==> src/rtl/game_sequencer.sv <==
`default_nettype none
// +-----------------------------------------------------------------------+
// | game_sequencer: Flappy Bruin round lifecycle, button edge             |
// | qualification and single-grant score/high-score arbitration.          |
// | Revision: 1.0                                                          |
// +-----------------------------------------------------------------------+
module game_sequencer #(
  parameter int NUM_BARS     = 3,
  parameter int SCORE_W      = 10,
  parameter int SCORE_MAX    = 999,
  parameter int READY_FRAMES = 90,
  parameter int DEATH_FRAMES = 60
) (
  input  logic                clk_25MHz,
  input  logic                reset,
  input  logic                frame_tick,
  input  logic                game_start,
  input  logic                flap,
  input  logic [NUM_BARS-1:0] collide,
  input  logic                ground_hit,
  input  logic [NUM_BARS-1:0] passed,
  input  logic [NUM_BARS-1:0] wraps,
  output logic [2:0]          state,
  output logic                scroll_en,
  output logic                physics_en,
  output logic                flap_pulse,
  output logic                lose,
  output logic                flash,
  output logic [SCORE_W-1:0]  score,
  output logic [SCORE_W-1:0]  best,
  output logic                new_best
);

  localparam int CNT_MAX = (READY_FRAMES > DEATH_FRAMES) ? READY_FRAMES : DEATH_FRAMES;
  localparam int CNT_W   = $clog2(CNT_MAX + 1);
  localparam logic [CNT_W-1:0]   READY_LAST  = CNT_W'(READY_FRAMES);
  localparam logic [CNT_W-1:0]   DEATH_LAST  = CNT_W'(DEATH_FRAMES);
  localparam logic [SCORE_W-1:0] SCORE_MAX_V = SCORE_W'(SCORE_MAX);

  typedef enum logic [2:0] {
    S_IDLE  = 3'd0,
    S_READY = 3'd1,
    S_PLAY  = 3'd2,
    S_DYING = 3'd3,
    S_OVER  = 3'd4
  } state_e;

  state_e              state_q, state_d;
  logic [CNT_W-1:0]    cnt_q, cnt_d, cnt_inc;
  logic [NUM_BARS-1:0] credit_q, credit_d, eligible;
  logic [SCORE_W-1:0]  score_q, score_d, best_q, best_d;
  logic                start_prev_q, start_prev_d, flap_prev_q, flap_prev_d;
  logic                start_edge, flap_edge, grant_found;
  logic                scroll_q, scroll_d, physics_q, physics_d;
  logic                flap_pulse_q, flap_pulse_d, lose_q, lose_d;
  logic                flash_q, flash_d, new_best_q, new_best_d;

  always_comb begin
    start_prev_d = game_start;
    flap_prev_d  = flap;
    start_edge   = game_start & ~start_prev_q;
    flap_edge    = flap & ~flap_prev_q;
    eligible     = passed & credit_q & ~wraps;
    cnt_inc      = cnt_q + CNT_W'(1);
    state_d      = state_q;
    cnt_d        = cnt_q;
    credit_d     = credit_q;
    score_d      = score_q;
    best_d       = best_q;
    new_best_d   = new_best_q;
    flash_d      = flash_q;
    flap_pulse_d = 1'b0;
    grant_found  = 1'b0;

    case (state_q)
      S_IDLE, S_OVER: begin
        if (start_edge) begin
          state_d    = S_READY;
          cnt_d      = '0;
          credit_d   = '1;
          score_d    = '0;
          new_best_d = 1'b0;
        end
      end
      S_READY: begin
        if (flap_edge) begin
          flap_pulse_d = 1'b1;
          state_d      = S_PLAY;
        end else if (frame_tick) begin
          cnt_d = cnt_inc;
          if (cnt_inc == READY_LAST) state_d = S_PLAY;
        end
      end
      S_PLAY: begin
        flap_pulse_d = flap_edge;
        // Death outranks any pass arriving in the same cycle.
        if ((|collide) || ground_hit) begin
          state_d = S_DYING;
          cnt_d   = '0;
          flash_d = 1'b0;
        end else begin
          credit_d = credit_q | wraps;
          for (int i = 0; i < NUM_BARS; i++) begin
            if (eligible[i] && !grant_found) begin
              grant_found = 1'b1;
              credit_d[i] = 1'b0;
            end
          end
          if (grant_found && (score_q < SCORE_MAX_V)) score_d = score_q + SCORE_W'(1);
        end
      end
      S_DYING: begin
        if (frame_tick) begin
          cnt_d = cnt_inc;
          if (cnt_inc == DEATH_LAST) begin
            state_d = S_OVER;
            flash_d = 1'b0;
            if (score_q > best_q) begin
              best_d     = score_q;
              new_best_d = 1'b1;
            end
          end else if (cnt_inc[2:0] == 3'b000) begin
            flash_d = ~flash_q;
          end
        end
      end
      default: state_d = S_IDLE;
    endcase

    scroll_d  = (state_d == S_PLAY);
    physics_d = (state_d == S_PLAY) || (state_d == S_DYING);
    lose_d    = (state_d == S_DYING) || (state_d == S_OVER);
  end

  always_ff @(posedge clk_25MHz) begin
    if (reset) begin
      state_q      <= S_IDLE;
      cnt_q        <= '0;
      credit_q     <= '1;
      score_q      <= '0;
      best_q       <= '0;
      new_best_q   <= 1'b0;
      flash_q      <= 1'b0;
      flap_pulse_q <= 1'b0;
      scroll_q     <= 1'b0;
      physics_q    <= 1'b0;
      lose_q       <= 1'b0;
      start_prev_q <= 1'b1;
      flap_prev_q  <= 1'b1;
    end else begin
      state_q      <= state_d;
      cnt_q        <= cnt_d;
      credit_q     <= credit_d;
      score_q      <= score_d;
      best_q       <= best_d;
      new_best_q   <= new_best_d;
      flash_q      <= flash_d;
      flap_pulse_q <= flap_pulse_d;
      scroll_q     <= scroll_d;
      physics_q    <= physics_d;
      lose_q       <= lose_d;
      start_prev_q <= start_prev_d;
      flap_prev_q  <= flap_prev_d;
    end
  end

  assign state      = state_q;
  assign scroll_en  = scroll_q;
  assign physics_en = physics_q;
  assign flap_pulse = flap_pulse_q;
  assign lose       = lose_q;
  assign flash      = flash_q;
  assign score      = score_q;
  assign best       = best_q;
  assign new_best   = new_best_q;

endmodule
`default_nettype wire

==> config.mk <==
export PLATFORM = sky130hd
export DESIGN_NAME = game_sequencer
export DESIGN_NICKNAME = d
export VERILOG_FILES = /design/src/rtl/game_sequencer.sv
export SDC_FILE = /design/constraint.sdc
export NUM_CORES = 1
export LEC_CHECK = 0
export CORE_AREA = 2 2 85 87
export DETAILED_ROUTE_END_ITERATION = 8
export DIE_AREA = 0 0 87 89
export PLACE_DENSITY = 0.55
export SYNTH_ARGS = -nofsm -noshare
export SYNTH_HDL_FRONTEND = slang
export SYNTH_SLANG_ARGS = --single-unit
==> constraint.sdc <==
create_clock -name clk_25MHz -period 3.4 [get_ports clk_25MHz]
set_clock_uncertainty 0.1 [all_clocks]
set_input_delay 0.68 -clock clk_25MHz [delete_from_list [all_inputs] [get_ports clk_25MHz]]
set_output_delay 0.68 -clock clk_25MHz [all_outputs]
set_load 0.02 [all_outputs]
==> impl_metrics.py, run 1 <==
metrics = {
    "global_routing": {
        "grt_pass1_wl_mm": 10.23,
        "grt-ovfl-total": 0,
        "grt_pass1_vias": 2048,
        "grt_max_degree": 47,
        "grt_usage_pct": 16.53,
        "antenna_found_initial": 0,
    },
    "yosys": {
        "synth_area_leaders": "dfxtp_1 (33%), ha_1 (7.0%), nand2b_1 (6.2%)",
        "synth_top_area_share_pct": 32.69,
        "synth_top_cell_by_area": "dfxtp_1",
        "async_flop_share_pct": 0,
        "synth_nets": 321,
        "synth_cells": 292,
        "ys.warnings.count": 0,
        "seq_area_frac_synth_pct": 32.69,
        "synth_flop_cell": "dfxtp_1",
        "synth-seq-cells": 41,
        "syn_area_um2": 2511,
        "synth_cell_types": 59,
        "synth-edff-count": 0,
        "synth.avg_cell_area_um2": 8.600,
    },
    "sta": {
        "relSlewSlack_pct": 44.46,
        "finalSetupTns_ns": 0,
        "finalSetupViolations": 0,
        "worstMarginPinSlew_ns": 0.8331,
        "slew_viol_final": 0,
        "period_minus_slack_ns": 2.542,
        "finalHoldViolCount": 0,
        "rsz0062_at_grt": "false",
        "fmax_ghz": 0.3934,
        "layout_worst_path_cycle_share_pct": 74.76,
        "holdWs_ns": 0.3923,
    },
    "clock_network": {
        "numCtsBuffers": 5,
        "cts_hold_buffers": 0,
        "htreeDepth": 2,
        "root_buffer": "clkbuf_8",
        "postCtsResizedCells": 0,
        "cts_buffer_depth": 2,
        "insertion_delay_ns": 0.29,
        "cts.sinks": 41,
        "clk_pin_slew_worst_paths_ns": 0.09,
        "post-cts-setup-buffer-count": 0,
        "cts_tree": "done",
    },
    "power": {
        "p_leak_nw": 1.054,
        "peakVddDrop_uv": 136.4,
        "power_mw": 0.9715,
        "cellPowerDensity_nw_per_um2": 313.5,
    },
    "setup_path": {
        "crit_fanout": 12,
        "startpoint": "collide[1]",
        "crit_required_ns": 3.52,
        "arrival_ns": 2.66,
        "worstRegToRegCells": 6,
        "critPathLaunchType": "input port",
        "critPathKind": "in -> reg",
        "r2r_start": "score[0]",
        "cp-endpoint": "score[4]",
        "end_kind": "register",
        "r2r_slack_ns": 1.00,
        "regToRegEndpoint": "score[7]",
    },
    "final_layout": {
        "nNetsFinal": 360,
        "diodes": 0,
        "drive_above_1_share_pct": 8.133,
        "synthToLayoutAreaGrowth_pct": 23.42,
        "final_core_util_pct": 46.13,
        "post-route-cell-area_um2": 3099,
    },
    "detailed_routing": {
        "finalWirelength_mm": 6.004,
        "routed_via_density": 5.415,
        "drc": 0,
        "drt-initial-drc-count": 100,
        "routedWlPerCell_um": 14.57,
        "vias": 2231,
        "dr.pass1.iters": 5,
        "drtAntennaViolNets": 0,
    },
    "floorplanning": {
        "coreArea_um2": 6719,
        "initial_core_util_pct": 37.37,
        "die_x_um": 87,
        "row_count": 30,
        "die_area_um2": 7743,
        "die_y_um": 89,
        "pin_count": 44,
    },
    "placement": {
        "place.port_buffers": 43,
        "gp_congestion": 0.7826,
        "detailed_place_hpwl_mm": 4.363,
        "post_dp_cell_area_um2": 2983,
    },
    "run": {
        "max-cap-violations": 0,
    },
    "status": {
        "outcome": "finished, final reports clean",
    },
    "hold_path": {
        "hold_path.class": "reg -> reg",
    },
}
synth_stat cells (6+ instances only):
library cell / count
a21oi_1: 20
dfxtp_1: 41
ha_1: 14
inv_1: 13
mux2i_1: 13
nand2_1: 17
nand2b_1: 25
nand3_1: 11
nand3b_1: 6
nor2_1: 19
o21ai_0: 12
or3_1: 7
flip-flops by register name (all words and copies together), names as in the netlist, 3 cells and up:
register,count
cnt_q,7
credit_q,3
state,3
score,10
best,10
per-layer routing:
metal  track usage, %  wire (µm)  vias up  part of all wire [%]
li1                 -          -     1140                     -
met1            23.08       2990     1040                    50
met2            26.51       2767       49                    46
met3            3.324        227        2                   3.8
met4            3.409         19        0                  0.32
met5                0          0        -                     0
how the worst min path moves through the flow:
stage                  end        start  slack (ns)  cells after the start
2_1_floorplan  credit_q[2]  credit_q[2]        0.36                      1
3_3_place_gp   credit_q[2]  credit_q[2]        0.38                      1
3_5_place_dp   credit_q[1]  credit_q[1]        0.38                      1
4_1_cts            best[3]      best[3]        0.40                      2
5_1_grt            best[3]      best[3]        0.40                      2
6_report           best[3]      best[3]        0.39                      2
area by class of cell:
| type | instances | area [µm²] |
|---|---|---|
| Fill cell | 670 | 3620 |
| Multi-Input combinational cell | 222 | 1549 |
| Sequential cell | 41 | 820.8 |
| Timing Repair Buffer | 47 | 460.4 |
| Tap cell | 80 | 100.1 |
| Clock buffer | 7 | 86.33 |
| Inverter | 14 | 52.55 |
| Clock inverter | 1 | 30.03 |
worst max-delay path, stage by stage:
cell	delay, ns
clkdlybuf4s50_1	0.41
nor4_2	0.47
a21oi_1	0.37
or4_1	0.58
a21oi_1	0.15
placed cells by master (no fill, tap or decap), types with 3 or more instances in the layout:
| master | count |
|---|---|
| nor3_1 | 4 |
| nor2_1 | 19 |
| clkbuf_8 | 6 |
| o31ai_1 | 3 |
| o21a_1 | 3 |
| dfxtp_1 | 41 |
| nand3_1 | 11 |
| mux2i_1 | 13 |
| and3_1 | 3 |
| nand2b_1 | 25 |
| a21oi_1 | 20 |
| a31oi_1 | 3 |
| or3_1 | 7 |
| nor2b_1 | 3 |
| nand3b_1 | 6 |
| or2_2 | 3 |
| buf_4 | 4 |
| o21ai_0 | 12 |
| clkdlybuf4s50_1 | 43 |
| ha_1 | 14 |
| a21o_1 | 5 |
| nand2_1 | 17 |
| or4_1 | 4 |
| a221o_1 | 3 |
| nor4_1 | 5 |
| nand4_1 | 5 |
| inv_1 | 13 |
where the power goes:
part / internal, mW / leakage, nW / switching (mW)
logic: 0.0346 / 0.664 / 0.0363
registers: 0.483 / 0.331 / 0.00562
clock network: 0.240 / 0.0585 / 0.172
kinds of logic (layout without fill, tap and decap cells):
group / count (synthesis) / count (layout) / share of synthesized area [%]
buffers and inverters: 29 / 69 / 5.630
AND/OR/NAND/NOR: 123 / 123 / 28.60
multiplexers: 13 / 13 / 5.182
adder cells (fa/ha/maj): 14 / 14 / 6.976
flip-flops: 41 / 41 / 32.69
AO/OA/AOI/OAI: 69 / 69 / 19.58
XOR/XNOR: 3 / 3 / 1.346
per-stage QoR:
stage               setup WS (ns)  instances
detailed placement         0.5547        404
CTS                        0.8461        412
global route               0.6302        412
global placement           0.6087        404
floorplan                   1.310        292
finish                     0.8582        412
(Power assumes the default switching activity.)
==> run 2, diff against run 1 <==
PLACE_DENSITY = 0.58   (was 0.55)
clock period = 2.1 ns   (was 3.4 ns; I/O delays follow)
==> run 2 against run 1 <==
  * The flow now finishes with violations (setup timing)
  * Non-clock buffer count increased by 46
  * Critical path depth up 3
  * Cell count grew 11%
  * Sequential share of layout area down 3.4 points
  * Sequential power up 61%
  * Design area is 16% higher
  * Die area unchanged
  * Global-route usage rose by 1.0 points
  * Utilization rose by 7.6 points
  * Power is 66% higher
  * Highest routed layer unchanged
==> impl_metrics.py, run 2 (synthesis results as in run 1) <==
metrics = {
    "status": {
        "outcome": "finished with violations",
        "violations": "setup timing",
    },
    "setup_path": {
        "r2r_slack_ns": -0.1,
        "end_kind": "register",
        "crit_required_ns": 2.22,
        "cp_cell_sequence": "inv_2 -> ha_4 -> nand3_4 -> nor3_4 -> a221oi_2 -> a2111oi_4 -> clkbuf_16 -> mux2i_1",
        "crit_fanout": 5,
        "worstRegToRegCells": 8,
        "regToRegEndpoint": "best[0]",
        "startpoint": "best[2]",
        "crit_buf_inv": 2,
        "critPathLaunchType": "register",
        "max_stage_delay_ns": 0.51,
        "arrival_ns": 2.32,
        "r2r_start": "best[2]",
        "critical-path-top-delay-family": "compound AO/OA/AOI/OAI gates",
        "critPathKind": "reg -> reg",
        "critPathSlowestCell": "a2111oi_4",
    },
    "global_routing": {
        "antenna_found_initial": 0,
        "grt_usage_pct": 17.57,
        "grt_pass1_wl_mm": 10.77,
        "grt_pass1_vias": 2196,
        "grt-ovfl-total": 0,
        "grt_max_degree": 17,
    },
    "power": {
        "cellPowerDensity_nw_per_um2": 445.6,
        "power_frac_comb_pct": 8.9,
        "peakVddDrop_uv": 308.2,
        "internal_power_mw": 1.247,
        "swShare_pct": 22.49,
        "p_clk_share_pct": 42.0,
        "seqPwrFrac_pct": 49.1,
        "p_leak_nw": 1.344,
        "switchingPower_mw": 0.3617,
    },
    "sta": {
        "finalSetupViolations": 11,
        "setup_ws_ns": -0.09523,
        "layout_worst_path_cycle_share_pct": 104.5,
        "worstMarginPinSlew_ns": 0.4829,
        "slew_viol_final": 0,
        "finalSetupTns_ns": -0.4594,
        "period_minus_slack_ns": 2.195,
        "relSlewSlack_pct": 67.66,
        "fmax_ghz": 0.4555,
        "finalHoldViolCount": 0,
        "rsz0062_at_grt": "true",
    },
    "floorplanning": {
        "die_y_um": 89,
        "pin_count": 44,
        "coreArea_um2": 6719,
        "row_count": 30,
        "die_x_um": 87,
        "die_area_um2": 7743,
        "initial_core_util_pct": 37.37,
    },
    "detailed_routing": {
        "drt-initial-drc-count": 90,
        "drc": 0,
        "dr.pass1.iters": 4,
        "routedWlPerCell_um": 14.67,
        "drtAntennaViolNets": 0,
        "finalWirelength_mm": 6.720,
        "routed_via_density": 5.480,
        "vias": 2510,
    },
    "final_layout": {
        "synthToLayoutAreaGrowth_pct": 43.75,
        "layout_commonest_cell": "buf_4",
        "fin_cells": 458,
        "drive_above_1_share_pct": 26.72,
        "diodes": 0,
        "nNetsFinal": 406,
        "final_cell_mix": "buf_4 (48), clkdlybuf4s50_1 (42), dfxtp_1 (31)",
    },
    "clock_network": {
        "cts.sinks": 41,
        "insertion_delay_ns": 0.29,
        "cts_buffer_depth": 2,
        "clk_pin_slew_worst_paths_ns": 0.09,
        "htreeDepth": 2,
        "numCtsBuffers": 5,
        "root_buffer": "clkbuf_8",
        "cts_tree": "done",
        "cts_hold_buffers": 0,
    },
    "hold_path": {
        "hold_depth": 2,
        "min_to": "best[5]",
        "min_from": "best[5]",
        "hold_path.class": "reg -> reg",
    },
    "placement": {
        "place.port_buffers": 43,
        "detailed_place_hpwl_mm": 4.935,
        "gp_congestion": 0.8802,
        "dp_cells": 448,
    },
    "run": {
        "max-cap-violations": 0,
    },
}
[run 2: cell count changes in the layout (fill, tap and decap cells not counted), moves of 4 or more]
| cell | change |
|---|---|
| ha_1 | -5 |
| dfxtp_2 | +10 |
| dfxtp_1 | -10 |
| ha_4 | +4 |
| buf_4 | +44 |
[run 2: worst max path at each step]
| stage | to | slack [ns] | cells after the start |
|---|---|---|---|
| 6_report | best[0] | -0.1 | 8 |
| 5_1_grt | best[0] | -0.16 | 8 |
| 4_1_cts | best[9] | -0.003 | 8 |
| 3_3_place_gp | score[6] | -0.21 | 6 |
| 3_5_place_dp | score[7] | -0.21 | 6 |
| 2_1_floorplan | best[3] | 0.01 | 8 |
[run 2: through the flow]
step	hold slack [ns]	cell area (µm²)	total power, mW	utilization [%]	worst slack (ns)
2_1_floorplan	0.3556	2511	0.8768	-	0.009885
3_3_place_gp	0.3728	3326	0.9485	49.50	-0.2097
3_5_place_dp	0.3761	3326	0.9493	49.50	-0.2114
4_1_cts	0.3960	3453	1.627	51.40	-0.003230
5_1_grt	0.4052	3610	1.673	53.72	-0.1650
6_report	0.3839	3610	1.608	53.72	-0.09523
[run 2: area by class of cell]
type / instances / area (µm²)
clock inverter: 2 / 37.54
timing repair buffer: 93 / 838.3
clock buffer: 6 / 82.58
fill: 632 / 3109
sequential: 41 / 833.3
multi-input combinational: 222 / 1665
tap: 80 / 100.1
inverter: 14 / 52.55
[run 2: worst reg2reg max path: stages, from the launching register on]
cell	delay, ns
dfxtp_2	0.36
inv_2	0.05
ha_4	0.26
nand3_4	0.08
nor3_4	0.22
a221oi_2	0.10
a2111oi_4	0.51
clkbuf_16	0.25
mux2i_1	0.19
[run 2: what timing repair did]
item | 4_1_cts | 5_1_grt
pin swaps | 0 | 8
buffers inserted | 0 | 1
endpoints found under the setup margin | 14 | 20
gates cloned | 0 | 1
gates resized for setup | 3 | 29
[run 2: power groups by stage]
stage                     Combinational [mW]  Clock (mW)  Sequential [mW]
after floorplan                       0.0688           0            0.808
after global placement                 0.141           0            0.808
after detailed placement               0.142           0            0.808
after CTS                              0.142       0.695            0.789
after global routing                   0.157       0.725            0.791
final                                  0.144       0.675            0.789
[run 2: metal layers]
layer  vias to the layer above  routed length [µm]  global-route usage [%]
met4                         0                  95                   5.114
met1                      1186                3145                   23.36
met5                         -                   0                       0
li1                       1239                   -                       -
met3                         9                 302                   2.862
met2                        76                3176                   29.42
==> run 3, diff against run 2 <==
--- a/config.mk
+++ b/config.mk
@@ -7,5 +7,6 @@
 export LEC_CHECK = 0
-export CORE_AREA = 2 2 85 87
+export ABC_AREA = 1
+export CORE_AREA = 2 2 84 86
 export DETAILED_ROUTE_END_ITERATION = 8
-export DIE_AREA = 0 0 87 89
+export DIE_AREA = 0 0 86 88
 export PLACE_DENSITY = 0.58
==> constraint.sdc (replaced) <==
create_clock -name clk_25MHz -period 2.1 [get_ports clk_25MHz]
set_clock_uncertainty 0.1 [all_clocks]
set_input_delay 0.63 -clock clk_25MHz [delete_from_list [all_inputs] [get_ports clk_25MHz]]
set_output_delay 0.63 -clock clk_25MHz [all_outputs]
set_load 0.02 [all_outputs]
==> run 3 against run 2 <==
  * The flow now finishes without violations
  * Count of clock-buffer cells in the layout unchanged
  * Design area decreased by 8.9%
  * Routed wire length decreased by 8.0%
  * Sequential share of layout area increased by 1.9 points
  * Fmax increased by 8.1%
  * Sequential cell count unchanged
  * Via count decreased by 1.8%
  * Sequential power about the same
  * Non-clock buffer count decreased by 17
  * Register-to-register slack improved by 0.32 ns
  * Critical path depth decreased by 7
  * Power decreased by 10%
==> impl_metrics.py, run 3 <==
metrics = {
    "status": {
        "outcome": "finished, final reports clean",
    },
    "power": {
        "p_clk_share_pct": 34.9,
        "peakVddDrop_uv": 234.5,
        "power_mw": 1.448,
        "p_leak_nw": 1.509,
        "seqPwrFrac_pct": 54.5,
        "swShare_pct": 25.01,
        "internal_power_mw": 1.086,
        "cellPowerDensity_nw_per_um2": 440.5,
        "switchingPower_mw": 0.3620,
        "power_frac_comb_pct": 10.6,
    },
    "clock_network": {
        "insertion_delay_ns": 0.29,
        "cts.sinks": 41,
        "cts_buffer_depth": 2,
        "clk_pin_slew_worst_paths_ns": 0.08,
        "htreeDepth": 2,
        "root_buffer": "clkbuf_8",
        "numCtsBuffers": 5,
        "cts_tree": "done",
    },
    "setup_path": {
        "r2r_start": "best[5]",
        "critPathKind": "reg -> out",
        "regToRegEndpoint": "best[0]",
        "crit_fanout": 3,
        "r2r_slack_ns": 0.22,
        "max_stage_delay_ns": 0.63,
        "end_kind": "primary output",
        "critical-path-top-delay-family": "buffers and inverters",
        "critPathSlowestCell": "clkdlybuf4s50_1",
        "critPathLaunchType": "register",
        "cp_cell_sequence": "clkdlybuf4s50_1",
        "worstRegToRegCells": 11,
        "crit_buf_inv": 1,
        "crit_required_ns": 1.37,
        "arrival_ns": 1.30,
    },
    "yosys": {
        "async_flop_share_pct": 0,
        "synth_nets": 394,
        "synth-edff-count": 0,
        "post-synth-top-count-cell": "nand2_1",
        "synth_top_cell_by_area": "dfxtp_1",
        "synth_cell_types": 33,
        "synth_cells": 365,
        "synth.top_cells.by_count": "nand2_1 (98), inv_1 (47), dfxtp_1 (41)",
        "seq_area_frac_synth_pct": 33.62,
        "synth.avg_cell_area_um2": 6.688,
        "synth_area_leaders": "dfxtp_1 (34%), nand2_1 (15%), a21oi_1 (7.4%)",
        "syn_area_um2": 2441,
        "synth_top_area_share_pct": 33.62,
        "synth_flop_cell": "dfxtp_1",
        "synth-seq-cells": 41,
        "ys.warnings.count": 0,
    },
    "sta": {
        "finalSetupViolations": 0,
        "relSlewSlack_pct": 78.49,
        "layout_worst_path_cycle_share_pct": 96.70,
        "holdWs_ns": 0.3589,
        "rsz0062_at_grt": "false",
        "fmax_ghz": 0.4925,
        "finalHoldViolCount": 0,
        "slew_viol_final": 0,
        "worstMarginPinSlew_ns": 0.3219,
        "period_minus_slack_ns": 2.031,
    },
    "final_layout": {
        "drive_above_1_share_pct": 14.29,
        "fillers": 690,
        "final_core_util_pct": 49.47,
        "nNetsFinal": 469,
        "final_cell_mix": "nand2_1 (98), inv_1 (46), dfxtp_1 (40)",
        "fin_cells": 521,
        "diodes": 0,
        "post-route-cell-area_um2": 3287,
        "synthToLayoutAreaGrowth_pct": 34.65,
        "layout_commonest_cell": "nand2_1",
        "multiInputGateArea_um2": 1408,
        "seq_area_um2": 822.0,
    },
    "detailed_routing": {
        "vias": 2465,
        "finalWirelength_mm": 6.185,
        "routed_via_density": 4.731,
        "routedWlPerCell_um": 11.87,
        "dr.pass1.iters": 4,
        "drc": 0,
        "drtAntennaViolNets": 0,
        "drt-initial-drc-count": 97,
    },
    "floorplanning": {
        "die_area_um2": 7568,
        "coreArea_um2": 6644,
        "row_count": 30,
        "die_x_um": 86,
        "initial_core_util_pct": 36.74,
        "die_y_um": 88,
        "pin_count": 44,
    },
    "hold_path": {
        "min_to": "credit_q[1]",
        "hold_depth": 1,
        "hold_path.class": "reg -> reg",
        "min_from": "credit_q[1]",
    },
    "global_routing": {
        "grt_usage_pct": 17.16,
        "grt_pass1_vias": 2286,
        "grt_max_degree": 16,
        "grt-ovfl-total": 0,
        "antenna_found_initial": 0,
        "grt_pass1_wl_mm": 10.45,
    },
    "run": {
        "max-cap-violations": 0,
    },
    "placement": {
        "post_dp_cell_area_um2": 3151,
        "dp_cells": 510,
        "gp_congestion": 0.8402,
        "place.port_buffers": 43,
        "detailed_place_hpwl_mm": 4.751,
    },
}
[run 3: cell count changes after synthesis, moves of 13 or more]
cell	previous run	this run
nand4_1	5	18
nand2_1	17	98
nand2b_1	25	0
inv_1	13	47
nor2_1	19	39
a21oi_1	20	36
mux2i_1	13	0
[run 3: worst max path at each step]
stage,startpoint,end,slack [ns],cells after the start
floorplan,best[9],best[4],0.13,10
global placement,wraps[0],score[0],-0.19,9
detailed placement,game_start,score[1],-0.18,9
CTS,best[9],best[9],0.02,2
global route,wraps[0],score[8],0.01,10
finish,score[1],score[1],0.07,1
[run 3: final cells by class]
class	instances	area share, %
clock buffer	6	2.208
clock inverter	2	0.3045
inverter	50	5.824
multi-input combinational	266	42.82
sequential	41	25.01
tap	80	3.045
timing repair buffer	76	20.78
[run 3: timing repair]
action | CTS | global route
cloned | 0 | 1
resized for setup | 10 | 17
pin swaps | 0 | 2
setup endpoints to repair | 10 | 19
buffers inserted | 0 | 2
hold buffers | 0 | 0
[run 3: per-layer routing]
layer	GRT usage (%)	up-vias	wire, µm
li1	-	1330	-
met1	23.42	1092	3089
met2	27.91	39	2808
met3	3.487	4	232
met4	4.040	0	55
met5	0	-	0
[run 3: cell families (layout without fill, tap and decap cells)]
family	after synthesis	in the layout	share of synthesized area, %
XOR/XNOR	6	6	2.153
AND/OR/NAND/NOR	191	191	35.11
buffers and inverters	58	134	9.585
adder cells (fa/ha/maj)	14	14	7.176
AO/OA/AOI/OAI	55	55	12.35
flip-flops	41	41	33.62
[run 3: per-stage QoR]
stage,setup WS [ns],TNS [ns]
final,0.06935,0
after global routing,0.01386,0
after CTS,0.02334,0
after detailed placement,-0.1850,-1.911
after global placement,-0.1854,-1.474
after floorplan,0.1290,0
[run 3: power by group through the flow]
| stage | clock network [mW] | logic, mW | registers, mW |
|---|---|---|---|
| 4_1_cts | 0.529 | 0.145 | 0.789 |
| 3_5_place_dp | 0 | 0.146 | 0.807 |
| 2_1_floorplan | 0 | 0.0668 | 0.813 |
| 3_3_place_gp | 0 | 0.145 | 0.807 |
| 6_report | 0.506 | 0.153 | 0.789 |
| 5_1_grt | 0.556 | 0.170 | 0.791 |
